[config.mk]
export PLATFORM = sky130hd
export DESIGN_NAME = axi_lat_monitor
export DESIGN_NICKNAME = d
export VERILOG_FILES = /design/src/rtl/ariane_axi_pkg.sv /design/src/rtl/axi_perf_pkg.sv /design/src/rtl/lat_ts_fifo.sv /design/src/rtl/axi_lat_monitor.sv
export SDC_FILE = /design/constraint.sdc
export NUM_CORES = 2
export LEC_CHECK = 0
export CAP_MARGIN = 5
export CORE_MARGIN = 2
export CORE_UTILIZATION = 61
export CTS_CLUSTER_SIZE = 25
export DETAILED_ROUTE_END_ITERATION = 8
export HOLD_SLACK_MARGIN = 0.15
export PLACE_DENSITY = 0.88
export SETUP_SLACK_MARGIN = 0.05
export SYNTH_ARGS = -nofsm -noshare
export SYNTH_HDL_FRONTEND = slang
export SYNTH_SLANG_ARGS = --single-unit
[constraint.sdc]
create_clock -name clk_i -period 16.6 [get_ports clk_i]
set_clock_uncertainty 0.2 [all_clocks]
set_input_delay 1.66 -clock clk_i [delete_from_list [all_inputs] [get_ports clk_i]]
set_output_delay 1.66 -clock clk_i [all_outputs]
set_load 0.05 [all_outputs]
[src/rtl/ariane_axi_pkg.sv]
// Minimal Ariane AXI request/response struct pair as seen at the core master port.
// Only the channel fields the rest of the codebase references are modelled.
package ariane_axi;

  localparam int unsigned IdWidth   = 4;
  localparam int unsigned AddrWidth = 64;
  localparam int unsigned DataWidth = 64;

  typedef logic [IdWidth-1:0] id_t;

  typedef struct packed {
    id_t                  id;
    logic [AddrWidth-1:0] addr;
    logic [7:0]           len;
  } ax_chan_t;

  typedef struct packed {
    logic [DataWidth-1:0]   data;
    logic [DataWidth/8-1:0] strb;
    logic                   last;
  } w_chan_t;

  typedef struct packed {
    id_t        id;
    logic [1:0] resp;
  } b_chan_t;

  typedef struct packed {
    id_t                  id;
    logic [DataWidth-1:0] data;
    logic [1:0]           resp;
    logic                 last;
  } r_chan_t;

  typedef struct packed {
    ax_chan_t aw;
    logic     aw_valid;
    w_chan_t  w;
    logic     w_valid;
    logic     b_ready;
    ax_chan_t ar;
    logic     ar_valid;
    logic     r_ready;
  } req_t;

  typedef struct packed {
    logic    aw_ready;
    logic    ar_ready;
    logic    w_ready;
    logic    b_valid;
    b_chan_t b;
    logic    r_valid;
    r_chan_t r;
  } resp_t;

endpackage

[src/rtl/axi_perf_pkg.sv]
// Shared types and helpers for the AXI performance counters.
// All widths handled by sat_add must be 64 bits or less.
package axi_perf_pkg;

  localparam int unsigned TsWidthDef  = 16;
  localparam int unsigned CntWidthDef = 32;
  localparam int unsigned SumWidthDef = 48;

  typedef logic [TsWidthDef-1:0]  ts_t;
  typedef logic [CntWidthDef-1:0] cnt_t;
  typedef logic [SumWidthDef-1:0] lat_sum_t;

  typedef enum logic {
    DirRd = 1'b0,
    DirWr = 1'b1
  } dir_e;

  // Adds a and b, clamping to the all-ones value of a width-bit counter.
  function automatic logic [63:0] sat_add(input logic [63:0] a,
                                          input logic [63:0] b,
                                          input int unsigned width);
    logic [64:0] sum;
    logic [64:0] lim;
    sum = {1'b0, a} + {1'b0, b};
    lim = (65'd1 << width) - 65'd1;
    if (sum > lim) begin
      return lim[63:0];
    end else begin
      return sum[63:0];
    end
  endfunction

endpackage

[src/rtl/lat_ts_fifo.sv]
// Small timestamp FIFO tracking outstanding requests of one AXI ID in one direction.
// Depth must be a power of two so the pointers wrap naturally.
module lat_ts_fifo #(
  parameter int unsigned Depth = 4,
  parameter int unsigned Width = 16
) (
  input  logic             clk_i,
  input  logic             rst_ni,
  input  logic             clear_i,
  input  logic             push_i,
  input  logic             pop_i,
  input  logic [Width-1:0] data_i,
  output logic [Width-1:0] data_o,
  output logic             full_o,
  output logic             empty_o
);

  localparam int unsigned    PtrW    = (Depth > 1) ? $clog2(Depth) : 1;
  localparam logic [PtrW:0]  FullCnt = (PtrW + 1)'(Depth);

  logic [Width-1:0] mem_r [Depth];
  logic [PtrW-1:0]  wr_ptr_r;
  logic [PtrW-1:0]  rd_ptr_r;
  logic [PtrW:0]    cnt_r;
  logic             push_ok_s;
  logic             pop_ok_s;

  assign full_o    = (cnt_r == FullCnt);
  assign empty_o   = (cnt_r == '0);
  assign data_o    = mem_r[rd_ptr_r];
  assign push_ok_s = push_i & ~full_o;
  assign pop_ok_s  = pop_i & ~empty_o;

  // Storage, pointers and occupancy; push and pop may land in the same cycle.
  always_ff @(posedge clk_i) begin
    if (!rst_ni || clear_i) begin
      for (int unsigned k = 0; k < Depth; k++) begin
        mem_r[k] <= '0;
      end
      wr_ptr_r <= '0;
      rd_ptr_r <= '0;
      cnt_r    <= '0;
    end else begin
      if (push_ok_s) begin
        mem_r[wr_ptr_r] <= data_i;
        wr_ptr_r        <= wr_ptr_r + PtrW'(1'b1);
      end
      if (pop_ok_s) begin
        rd_ptr_r <= rd_ptr_r + PtrW'(1'b1);
      end
      case ({push_ok_s, pop_ok_s})
        2'b10:   cnt_r <= cnt_r + (PtrW + 1)'(1'b1);
        2'b01:   cnt_r <= cnt_r - (PtrW + 1)'(1'b1);
        default: cnt_r <= cnt_r;
      endcase
    end
  end

endmodule

[src/rtl/axi_lat_monitor.sv]
// Passive AXI latency monitor: timestamps requests per ID and direction and
// accumulates count / sum / max of completion latency for reads and writes.
module axi_lat_monitor
  import axi_perf_pkg::*;
#(
  parameter int unsigned TsWidth        = TsWidthDef,
  parameter int unsigned CntWidth       = CntWidthDef,
  parameter int unsigned SumWidth       = SumWidthDef,
  parameter int unsigned MaxOutstanding = 4
) (
  input  logic                clk_i,
  input  logic                rst_ni,
  input  logic                en_i,
  input  logic                clear_i,
  input  ariane_axi::req_t    axi_req_i,
  input  ariane_axi::resp_t   axi_resp_i,
  output logic [CntWidth-1:0] rd_cnt_o,
  output logic [SumWidth-1:0] rd_lat_sum_o,
  output logic [TsWidth-1:0]  rd_lat_max_o,
  output logic [CntWidth-1:0] wr_cnt_o,
  output logic [SumWidth-1:0] wr_lat_sum_o,
  output logic [TsWidth-1:0]  wr_lat_max_o,
  output logic                ovf_o,
  output logic                orphan_o
);

  localparam int unsigned IdWidth = ariane_axi::IdWidth;
  localparam int unsigned NumIds  = 1 << IdWidth;

  logic [TsWidth-1:0]  ts_r;
  logic [1:0]          req_hs_s;
  logic [1:0]          rsp_hs_s;
  logic [IdWidth-1:0]  req_id_s   [2];
  logic [IdWidth-1:0]  rsp_id_s   [2];
  logic [NumIds-1:0]   push_s     [2];
  logic [NumIds-1:0]   pop_s      [2];
  logic [NumIds-1:0]   full_s     [2];
  logic [NumIds-1:0]   empty_s    [2];
  logic [TsWidth-1:0]  head_s     [2][NumIds];
  logic [TsWidth-1:0]  lat_s      [2];
  logic [1:0]          req_full_s;
  logic [1:0]          rsp_empty_s;
  logic [1:0]          pop_hit_s;
  logic [CntWidth-1:0] cnt_r      [2];
  logic [SumWidth-1:0] sum_r      [2];
  logic [TsWidth-1:0]  max_r      [2];
  logic                ovf_r;
  logic                orphan_r;
  logic                unused_bus_s;

  // Only handshake, ID and last fields matter; the rest of the bus is ignored.
  assign unused_bus_s = ^{axi_req_i, axi_resp_i};

  // Channel handshakes mapped onto the direction index (DirRd / DirWr).
  always_comb begin
    req_hs_s[DirRd] = axi_req_i.ar_valid & axi_resp_i.ar_ready;
    req_id_s[DirRd] = axi_req_i.ar.id;
    rsp_hs_s[DirRd] = axi_resp_i.r_valid & axi_req_i.r_ready & axi_resp_i.r.last;
    rsp_id_s[DirRd] = axi_resp_i.r.id;
    req_hs_s[DirWr] = axi_req_i.aw_valid & axi_resp_i.aw_ready;
    req_id_s[DirWr] = axi_req_i.aw.id;
    rsp_hs_s[DirWr] = axi_resp_i.b_valid & axi_req_i.b_ready;
    rsp_id_s[DirWr] = axi_resp_i.b.id;
  end

  // Per-FIFO push/pop strobes and latency of the head entry being retired.
  always_comb begin
    for (int d = 0; d < 2; d++) begin
      push_s[d]      = '0;
      pop_s[d]       = '0;
      req_full_s[d]  = full_s[d][req_id_s[d]];
      rsp_empty_s[d] = empty_s[d][rsp_id_s[d]];
      pop_hit_s[d]   = en_i & rsp_hs_s[d] & ~rsp_empty_s[d];
      lat_s[d]       = ts_r - head_s[d][rsp_id_s[d]];
      if (en_i && req_hs_s[d] && !req_full_s[d]) begin
        push_s[d][req_id_s[d]] = 1'b1;
      end else begin
        push_s[d] = '0;
      end
      if (pop_hit_s[d]) begin
        pop_s[d][rsp_id_s[d]] = 1'b1;
      end else begin
        pop_s[d] = '0;
      end
    end
  end

  for (genvar d = 0; d < 2; d++) begin : g_dir
    for (genvar i = 0; i < NumIds; i++) begin : g_id
      lat_ts_fifo #(
        .Depth (MaxOutstanding),
        .Width (TsWidth)
      ) u_fifo (
        .clk_i   (clk_i),
        .rst_ni  (rst_ni),
        .clear_i (clear_i),
        .push_i  (push_s[d][i]),
        .pop_i   (pop_s[d][i]),
        .data_i  (ts_r),
        .data_o  (head_s[d][i]),
        .full_o  (full_s[d][i]),
        .empty_o (empty_s[d][i])
      );
    end
  end

  // Timestamp, saturating statistics and sticky error flags; clear beats any event.
  always_ff @(posedge clk_i) begin
    if (!rst_ni || clear_i) begin
      ts_r     <= '0;
      ovf_r    <= 1'b0;
      orphan_r <= 1'b0;
      for (int d = 0; d < 2; d++) begin
        cnt_r[d] <= '0;
        sum_r[d] <= '0;
        max_r[d] <= '0;
      end
    end else begin
      if (en_i) begin
        ts_r <= ts_r + TsWidth'(1'b1);
      end
      ovf_r    <= ovf_r | (en_i & |(req_hs_s & req_full_s));
      orphan_r <= orphan_r | (en_i & |(rsp_hs_s & rsp_empty_s));
      for (int d = 0; d < 2; d++) begin
        if (pop_hit_s[d]) begin
          cnt_r[d] <= CntWidth'(sat_add(64'(cnt_r[d]), 64'd1, CntWidth));
          sum_r[d] <= SumWidth'(sat_add(64'(sum_r[d]), 64'(lat_s[d]), SumWidth));
          if (lat_s[d] > max_r[d]) begin
            max_r[d] <= lat_s[d];
          end
        end
      end
    end
  end

  assign rd_cnt_o     = cnt_r[DirRd];
  assign rd_lat_sum_o = sum_r[DirRd];
  assign rd_lat_max_o = max_r[DirRd];
  assign wr_cnt_o     = cnt_r[DirWr];
  assign wr_lat_sum_o = sum_r[DirWr];
  assign wr_lat_max_o = max_r[DirWr];
  assign ovf_o        = ovf_r;
  assign orphan_o     = orphan_r;

endmodule
======== Yosys cells after proc, flatten, opt, wreduce, memory -nomap -nowiden ========
Memories as Yosys holds them, arrays and structs flattened. A register that Yosys moved wholly into a read port is not among the register bits.
Cells that the tools add are included.
operators by class
  eq/ne operators ......................... 96
  bitwise logic cells ..................... 153
  reductions and logical operators ........ 110
  multiplexer cells ....................... 348
  $add $sub $neg .......................... 135
  $lt $le $gt $ge ......................... 16
operator list
  cell                                                                                number
  16-bit 2-to-1 mux                                                                   42
  16-bit OR reduction                                                                 32
  48-bit 2-to-1 mux                                                                   8
  32-bit 2-to-1 mux                                                                   8
  2-bit 2-to-1 mux                                                                    96
  3-bit case mux with 2 select lines                                                  32
  1-bit 2-to-1 mux                                                                    152
  2-bit by 1-bit adder with 2-bit output (second input constant)                      64
  16-bit binary-select mux with 4-bit select                                          2
  48-bit by 16-bit adder with 49-bit output                                           2
  49-bit by 48-bit greater-than comparator with 1-bit output (second input constant)  2
  3-bit by 1-bit adder with 3-bit output (second input constant)                      32
  3-bit equality test (second input constant)                                         32
  3-bit zero test                                                                     32
  3-bit by 1-bit subtractor with 3-bit output (second input constant)                 32
  1-bit AND                                                                           75
  32-bit by 1-bit adder with 33-bit output (second input constant)                    2
  33-bit by 32-bit greater-than comparator with 1-bit output (second input constant)  2
  1-bit NOT                                                                           66
  2-bit by 1-bit equality test with 1-bit output (second input constant)              32
  2-bit equality test (second input constant)                                         32
  2-bit nonzero test                                                                  32
  16-bit greater-than comparator                                                      2
  16-bit subtractor                                                                   2
  13 further kinds                                                                    45
storage, ports and cells
  output and inout port bits .............. 194
  register bits ........................... 242
  bits in writable memories ............... 2240
  input bits .............................. 316
  memories ................................ 35
memories
  name                            words  width  read ports  clocked after Yosys merged registers in  write ports  RTL line               source
  sum_r                           2      48     2           0                                        2            axi_lat_monitor.sv:45  logic [SumWidth-1:0] sum_r [2];
  cnt_r                           2      32     2           0                                        2            axi_lat_monitor.sv:44  logic [CntWidth-1:0] cnt_r [2];
  g_dir[0].g_id[0].u_fifo.mem_r   4      16     1           1                                        4            lat_ts_fifo.sv:21      logic [Width-1:0] mem_r [Depth];
  g_dir[0].g_id[10].u_fifo.mem_r  4      16     1           1                                        4            lat_ts_fifo.sv:21
  g_dir[0].g_id[11].u_fifo.mem_r  4      16     1           1                                        4            lat_ts_fifo.sv:21
  g_dir[0].g_id[12].u_fifo.mem_r  4      16     1           1                                        4            lat_ts_fifo.sv:21
  29 more memories                --     --     --          --                                       --           --

======== Longest topological paths before layout ========
  depth in word-level cells ............... 12
  gate-level depth with buffers ........... 29
  mapped depth without buffers ............ 26

======== By module ========
A second synthesis with hierarchy kept.
second synthesis, totals
  cells, all modules ...................... 8591
  area total of the unflattened synthesis .. 122530.0 um^2
modules (own cells, without submodules)
  module           sequential area each (um^2)  instances  cells each  area an instance (um^2)
  lat_ts_fifo      2102.0                       32         213         3239.4
  axi_lat_monitor  6125.9                       1          1775        18870.6

======== Least setup slack after synthesis ========
OpenSTA, ideal clock, no wires.
  kind .................................... input to register
  start ................................... input axi_resp_i[74] (netlist bit)
  end ..................................... memory sum_r[0][78] (netlist bit), data pin
  stages on the path ...................... 25
  arrival time ............................ 7.719 ns
  setup slack ............................. 8.420 ns
  path buffers ............................ 7
  cell sequence ........................... clkbuf_1 -> clkbuf_1 -> buf_2 -> buf_1 -> mux4_2 -> mux4_2 -> inv_1 -> ha_1 -> nor2b_1 -> o2111ai_1 -> nand3b_1 -> and2_1 -> o21a_1 -> nor2_1 -> xnor2_1 -> ha_1 -> a2111o_1 -> o2111ai_1 -> a211oi_1 -> o21ai_1 -> a211o_1 -> clkbuf_1 -> buf_1 -> buf_2 -> a21oi_1
RTL lines
  item                RTL line               source
  start: declaration  axi_lat_monitor.sv:16  input ariane_axi::resp_t axi_resp_i,
  end: declaration    axi_lat_monitor.sv:45

==> impl_metrics.env <==
export IMPL_synth_fp_nets=9346
export IMPL_timing_hold_ws_ns=0.3021
export IMPL_cts_hold_buf=0
export IMPL_timing_final_crit_share_pct=51.57
export IMPL_post_synth_mux_area_share_pct=11.98
export IMPL_first_global_vias=78214
export IMPL_critPathArrivalTime_ns=8.95
export IMPL_final_hold_vios=0
export IMPL_first_pass_grt_wire_length_um=489300
export IMPL_detailedRoute_firstPassIterationCount=9
export IMPL_slew_viol_final=0
export IMPL_global_route_usage_total_pct=33.17
export IMPL_holdCritPathClass="flop to flop"
export IMPL_post_cts_resized_instances=0
export IMPL_cellPowerDensity_nw_per_um2=105.6
export IMPL_synth_adder_area_share_pct=2.013
export IMPL_cap_viol_max_count=0
export IMPL_cts_inserted_buffers=240
export IMPL_postRouteAntennaNets=0
export IMPL_clk_insertion_delay_late_ns=0.93
export IMPL_critical_path_buffer_and_inverter_count=2
export IMPL_largest_family_of_logic_cells_by_synthesized_area="simple AND/OR/NAND/NOR gates"
export IMPL_fmaxAchievable_ghz=0.1168
export IMPL_routed_wire_length_per_instance_um=28.48
export IMPL_finalWeightedCongestion=0.9408
export IMPL_die_area_um2=198800
export IMPL_cellLeakagePower_uw=0.04823
export IMPL_critical_path_cell_by_cell="buf_4 -> buf_4 -> nand2b_1 -> nor3_1 -> a22oi_1 -> and3_1 -> o21ai_0 -> a221oi_1 -> ha_1 -> nor2b_1 -> o31a_1 -> o21ai_0 -> o21bai_1 -> a21oi_1 -> xnor2_1 -> ha_1 -> nand3_1 -> o221a_2 -> o211a_1 -> a21oi_1 -> nand2b_1 -> nor4_1 -> xnor2_1 -> a21oi_1"
export IMPL_post_place_ws_ns=7.264
export IMPL_critical_path_depth=24
export IMPL_finalNetCount=9359
export IMPL_totalPowerFinal_uw=13940
export IMPL_post_synth_instance_area_um2=119100
export IMPL_clk_root_buffer_cell="sky130_fd_sc_hd__clkbuf_16"
export IMPL_cts_setup_buffers=0
export IMPL_run_status="finished, violations left"
export IMPL_grt_antenna_before_repair=24
export IMPL_max_stage_delay_ns=1.02
export IMPL_utilization_pct=67.93
export IMPL_clock_h_tree_levels=4
export IMPL_route_top_layer_used="met5"
export IMPL_critPathMostFrequentCell="sky130_fd_sc_hd__a21oi_1"
export IMPL_yosysSeqAreaShare_pct=61.63
export IMPL_detail_route_drc_violations=43
export IMPL_grt_start_max_net_pins=95
export IMPL_global_route_overflow_total=0
export IMPL_placementRows=162
export IMPL_timing_worst_slew_pin_value_ns=1.308
export IMPL_ys_async_sr_fraction_pct=0
export IMPL_ys_warn_count=0
export IMPL_final_critical_path_setup_slack_ns=8.039
export IMPL_reg2reg_setup_slack_ns=8.40
export IMPL_critPathKind="input port to flop"
export IMPL_met3_wirelength_um=43580
export IMPL_ir_worst_vdd_mv=0.1003
export IMPL_critPathTopFamily="compound AO/OA/AOI/OAI gates"
export IMPL_endpoint_kind="flop"
export IMPL_rr_worst_depth=19
export IMPL_final_hpwl_dp_um=206300
export IMPL_die_height_um=445.8
export IMPL_unrepaired_setup_endpoints_after_global_routing="no"
export IMPL_drive_above_1_share_pct=14.86
export IMPL_ys_dominant_reg_cell="sky130_fd_sc_hd__edfxtp_1"
export IMPL_ys_seq_elements=2546
export IMPL_clock_tree_buffer_depth=3
export IMPL_worstHoldPathCells=2
export IMPL_netlist_cell_type_count=93
export IMPL_avgSynthCellArea_um2=13.44
export IMPL_failing_checks="design-rule violations"
export IMPL_dieWidth_um=445.8
export IMPL_wl_met1_um=106700
export IMPL_numClockSinks=2546
export IMPL_syn_instance_count=8860
export IMPL_layout_min_cycle_time_ns=8.561
export IMPL_initial_core_util_pct=61.26
export IMPL_port_buffers=222
export IMPL_tns_ns=0
export IMPL_ioPinCount=510
export IMPL_synthSimpleGateAreaFrac_pct=14.74
export IMPL_synth_compound_area_share_pct=3.511
export IMPL_cp_data_required_time_ns=16.99
export IMPL_vias_per_cell=6.633
export IMPL_critPathMaxFanout=43
export IMPL_route_vias_total=77225
export IMPL_timing_slew_headroom_pct=12.82
export IMPL_postRouteWirelength_um=331600
export IMPL_met2_length_um=155900
export IMPL_synth_edff_count=2240
export IMPL_areaGrowthSynthToFinish_pct=10.88
export IMPL_worst_setup_hold_path_clk_slew_ns=0.06
export IMPL_fp_coreArea_um2=194400
export IMPL_tritoncts="yes"
export IMPL_final_setup_viol_count=0
export IMPL_worst_path_max_delay_cell="sky130_fd_sc_hd__a221oi_1"
export IMPL_worst_setup_path_start_kind="input port"
export IMPL_drt_iter0_drc=11746
export IMPL_post_synth_xor_area_fraction_pct=2.538
[final timing paths]
check,to,from
min,g_dir[0].g_id[0].u_fifo.cnt_r[2],g_dir[0].g_id[0].u_fifo.cnt_r[2]
min reg2reg,g_dir[0].g_id[0].u_fifo.cnt_r[2],g_dir[0].g_id[0].u_fifo.cnt_r[2]
max,sum_r[0][29],axi_resp_i[68]
max reg2reg,sum_r[0][95],flop
[flip-flops by register name, indices dropped and copies added, names as in the netlist, named ones only]
register / cells
ovf_o: 1
sum_r: 96
orphan_o: 1
cnt_r: 64
g_dir.g_id.u_fifo.mem_r: 2048
ts_r: 16
g_dir.g_id.u_fifo.rd_ptr_r: 64
max_r: 32
g_dir.g_id.u_fifo.wr_ptr_r: 64
g_dir.g_id.u_fifo.cnt_r: 96
[layer usage]
layer	vias to the layer above	global-route usage, %
met5	-	0
met2	5868	52.42
li1	31995	-
met1	37975	40.43
met3	1371	9.230
met4	16	21.23
[cells in the mapped netlist (9+ instances only)]
| cell type | count | area (um2) |
|---|---|---|
| sky130_fd_sc_hd__a21oi_1 | 281 | 1406 |
| sky130_fd_sc_hd__dfxtp_1 | 306 | 6126 |
| sky130_fd_sc_hd__edfxtp_1 | 2240 | 67260 |
| sky130_fd_sc_hd__nor3b_2 | 12 | 150.1 |
| sky130_fd_sc_hd__a211oi_1 | 15 | 112.6 |
| sky130_fd_sc_hd__fa_1 | 36 | 720.7 |
| sky130_fd_sc_hd__xor2_1 | 193 | 1690 |
| sky130_fd_sc_hd__or3_1 | 50 | 312.8 |
| sky130_fd_sc_hd__inv_1 | 474 | 1779 |
| sky130_fd_sc_hd__nor2_1 | 945 | 3547 |
| sky130_fd_sc_hd__xnor2_1 | 152 | 1331 |
| sky130_fd_sc_hd__nor4_1 | 60 | 375.4 |
| sky130_fd_sc_hd__a221oi_1 | 11 | 96.34 |
| sky130_fd_sc_hd__o21a_1 | 11 | 82.58 |
| sky130_fd_sc_hd__mux2_2 | 11 | 123.9 |
| sky130_fd_sc_hd__nand4_1 | 68 | 425.4 |
| sky130_fd_sc_hd__o31ai_1 | 13 | 97.59 |
| sky130_fd_sc_hd__and4_1 | 9 | 78.83 |
| sky130_fd_sc_hd__nor3b_1 | 13 | 97.59 |
| sky130_fd_sc_hd__nand2_1 | 432 | 1622 |
| sky130_fd_sc_hd__nand2b_1 | 73 | 456.7 |
| sky130_fd_sc_hd__a22oi_1 | 21 | 157.7 |
| sky130_fd_sc_hd__nor2b_1 | 34 | 212.7 |
| sky130_fd_sc_hd__nor3_1 | 120 | 600.6 |
| sky130_fd_sc_hd__a22o_1 | 12 | 105.1 |
| sky130_fd_sc_hd__buf_2 | 39 | 195.2 |
| sky130_fd_sc_hd__clkbuf_1 | 522 | 1959 |
| sky130_fd_sc_hd__o21bai_1 | 10 | 75.07 |
| sky130_fd_sc_hd__o21ai_0 | 162 | 810.8 |
| sky130_fd_sc_hd__mux4_2 | 616 | 13870 |
| sky130_fd_sc_hd__or2_2 | 11 | 68.82 |
| sky130_fd_sc_hd__mux2i_1 | 27 | 270.3 |
| sky130_fd_sc_hd__ha_1 | 134 | 1677 |
| sky130_fd_sc_hd__nor3_2 | 9 | 90.09 |
| sky130_fd_sc_hd__a31oi_1 | 29 | 181.4 |
| sky130_fd_sc_hd__buf_1 | 78 | 292.8 |
| sky130_fd_sc_hd__and3_1 | 94 | 588.1 |
| sky130_fd_sc_hd__nand3_1 | 119 | 595.6 |
| sky130_fd_sc_hd__a21o_1 | 28 | 210.2 |
| sky130_fd_sc_hd__o211ai_1 | 10 | 75.07 |
| sky130_fd_sc_hd__and2_1 | 1242 | 7770 |
[report_power, final]
part / leakage (uW) / internal [uW] / switching [uW] / total (uW)
combinational: 0.0170 / 320 / 642 / 962
sequential: 0.0272 / 7190 / 101 / 7290
clock: 0.00404 / 3160 / 2530 / 5690
[cell type report]
type                       count  area [um2]
clock inverter               123        1375
clock buffer                 336        6839
sequential                  2546       73450
tap                         2542        3181
multi-input combinational   5194       41720
antenna                       10       25.02
fill                       11664       62350
timing repair buffer         414        3664
inverter                     477        1790
[layout by cell type, fill, tap and decap left out, drive strengths merged, types with 12 or more instances in the layout]
master | Yosys | layout
clkdlybuf4s50 | 0 | 217
nor3 | 129 | 129
clkbuf | 523 | 336
a211oi | 15 | 15
nor2b | 34 | 34
o31ai | 13 | 13
or2 | 12 | 12
a21o | 28 | 28
bufinv | 0 | 17
and3 | 94 | 94
a31oi | 29 | 29
mux4 | 616 | 616
edfxtp | 2240 | 2240
xnor2 | 152 | 152
nor3b | 28 | 28
or3 | 50 | 50
o21ai | 166 | 166
mux2i | 27 | 27
nor2 | 945 | 945
and2 | 1243 | 1243
a22oi | 21 | 21
buf | 120 | 197
nand4 | 69 | 69
dfxtp | 306 | 306
a22o | 12 | 12
a21oi | 281 | 281
nor4 | 68 | 68
fa | 36 | 36
nand2b | 75 | 75
clkinv | 1 | 92
nand2 | 432 | 432
nand3 | 120 | 120
ha | 134 | 134
inv | 476 | 484
xor2 | 193 | 193
[cells by family after synthesis]
group / Yosys count
AOI/OAI and AO/OA: 689
xor gates and xnor gates: 345
adders and majority gates: 170
buffers and inverters: 1120
DFF: 2546
muxes: 654
and+or+nand+nor: 3336
[metrics by stage]
stage	std cells	area, um2
CTS	11630	132000
global route	11634	132000
detailed placement	11171	123800
global placement	11171	123800
finish	11642	132000
floorplan	8860	119100
[worst register-to-register path, cell delays in order (launching register included)]
cell                        delay (ns)
sky130_fd_sc_hd__dfxtp_1          0.88
sky130_fd_sc_hd__mux4_2           0.48
sky130_fd_sc_hd__mux4_2           0.59
sky130_fd_sc_hd__mux4_2           0.60
sky130_fd_sc_hd__a221oi_1         0.40
sky130_fd_sc_hd__ha_1             0.37
sky130_fd_sc_hd__nand3_1          0.13
sky130_fd_sc_hd__a21boi_0         0.13
sky130_fd_sc_hd__o21ai_0          0.31
sky130_fd_sc_hd__nor2b_1          0.25
sky130_fd_sc_hd__o21ai_0          0.13
sky130_fd_sc_hd__xor2_1           0.44
sky130_fd_sc_hd__ha_1             0.39
sky130_fd_sc_hd__a21o_1           0.20
sky130_fd_sc_hd__a2111oi_0        0.53
sky130_fd_sc_hd__o31ai_1          0.31
sky130_fd_sc_hd__a31oi_1          0.76
sky130_fd_sc_hd__nor2_1           0.42
sky130_fd_sc_hd__a31oi_1          0.30
sky130_fd_sc_hd__nor3_1           0.08
No activity file was read; power rests on OpenSTA's default activity.
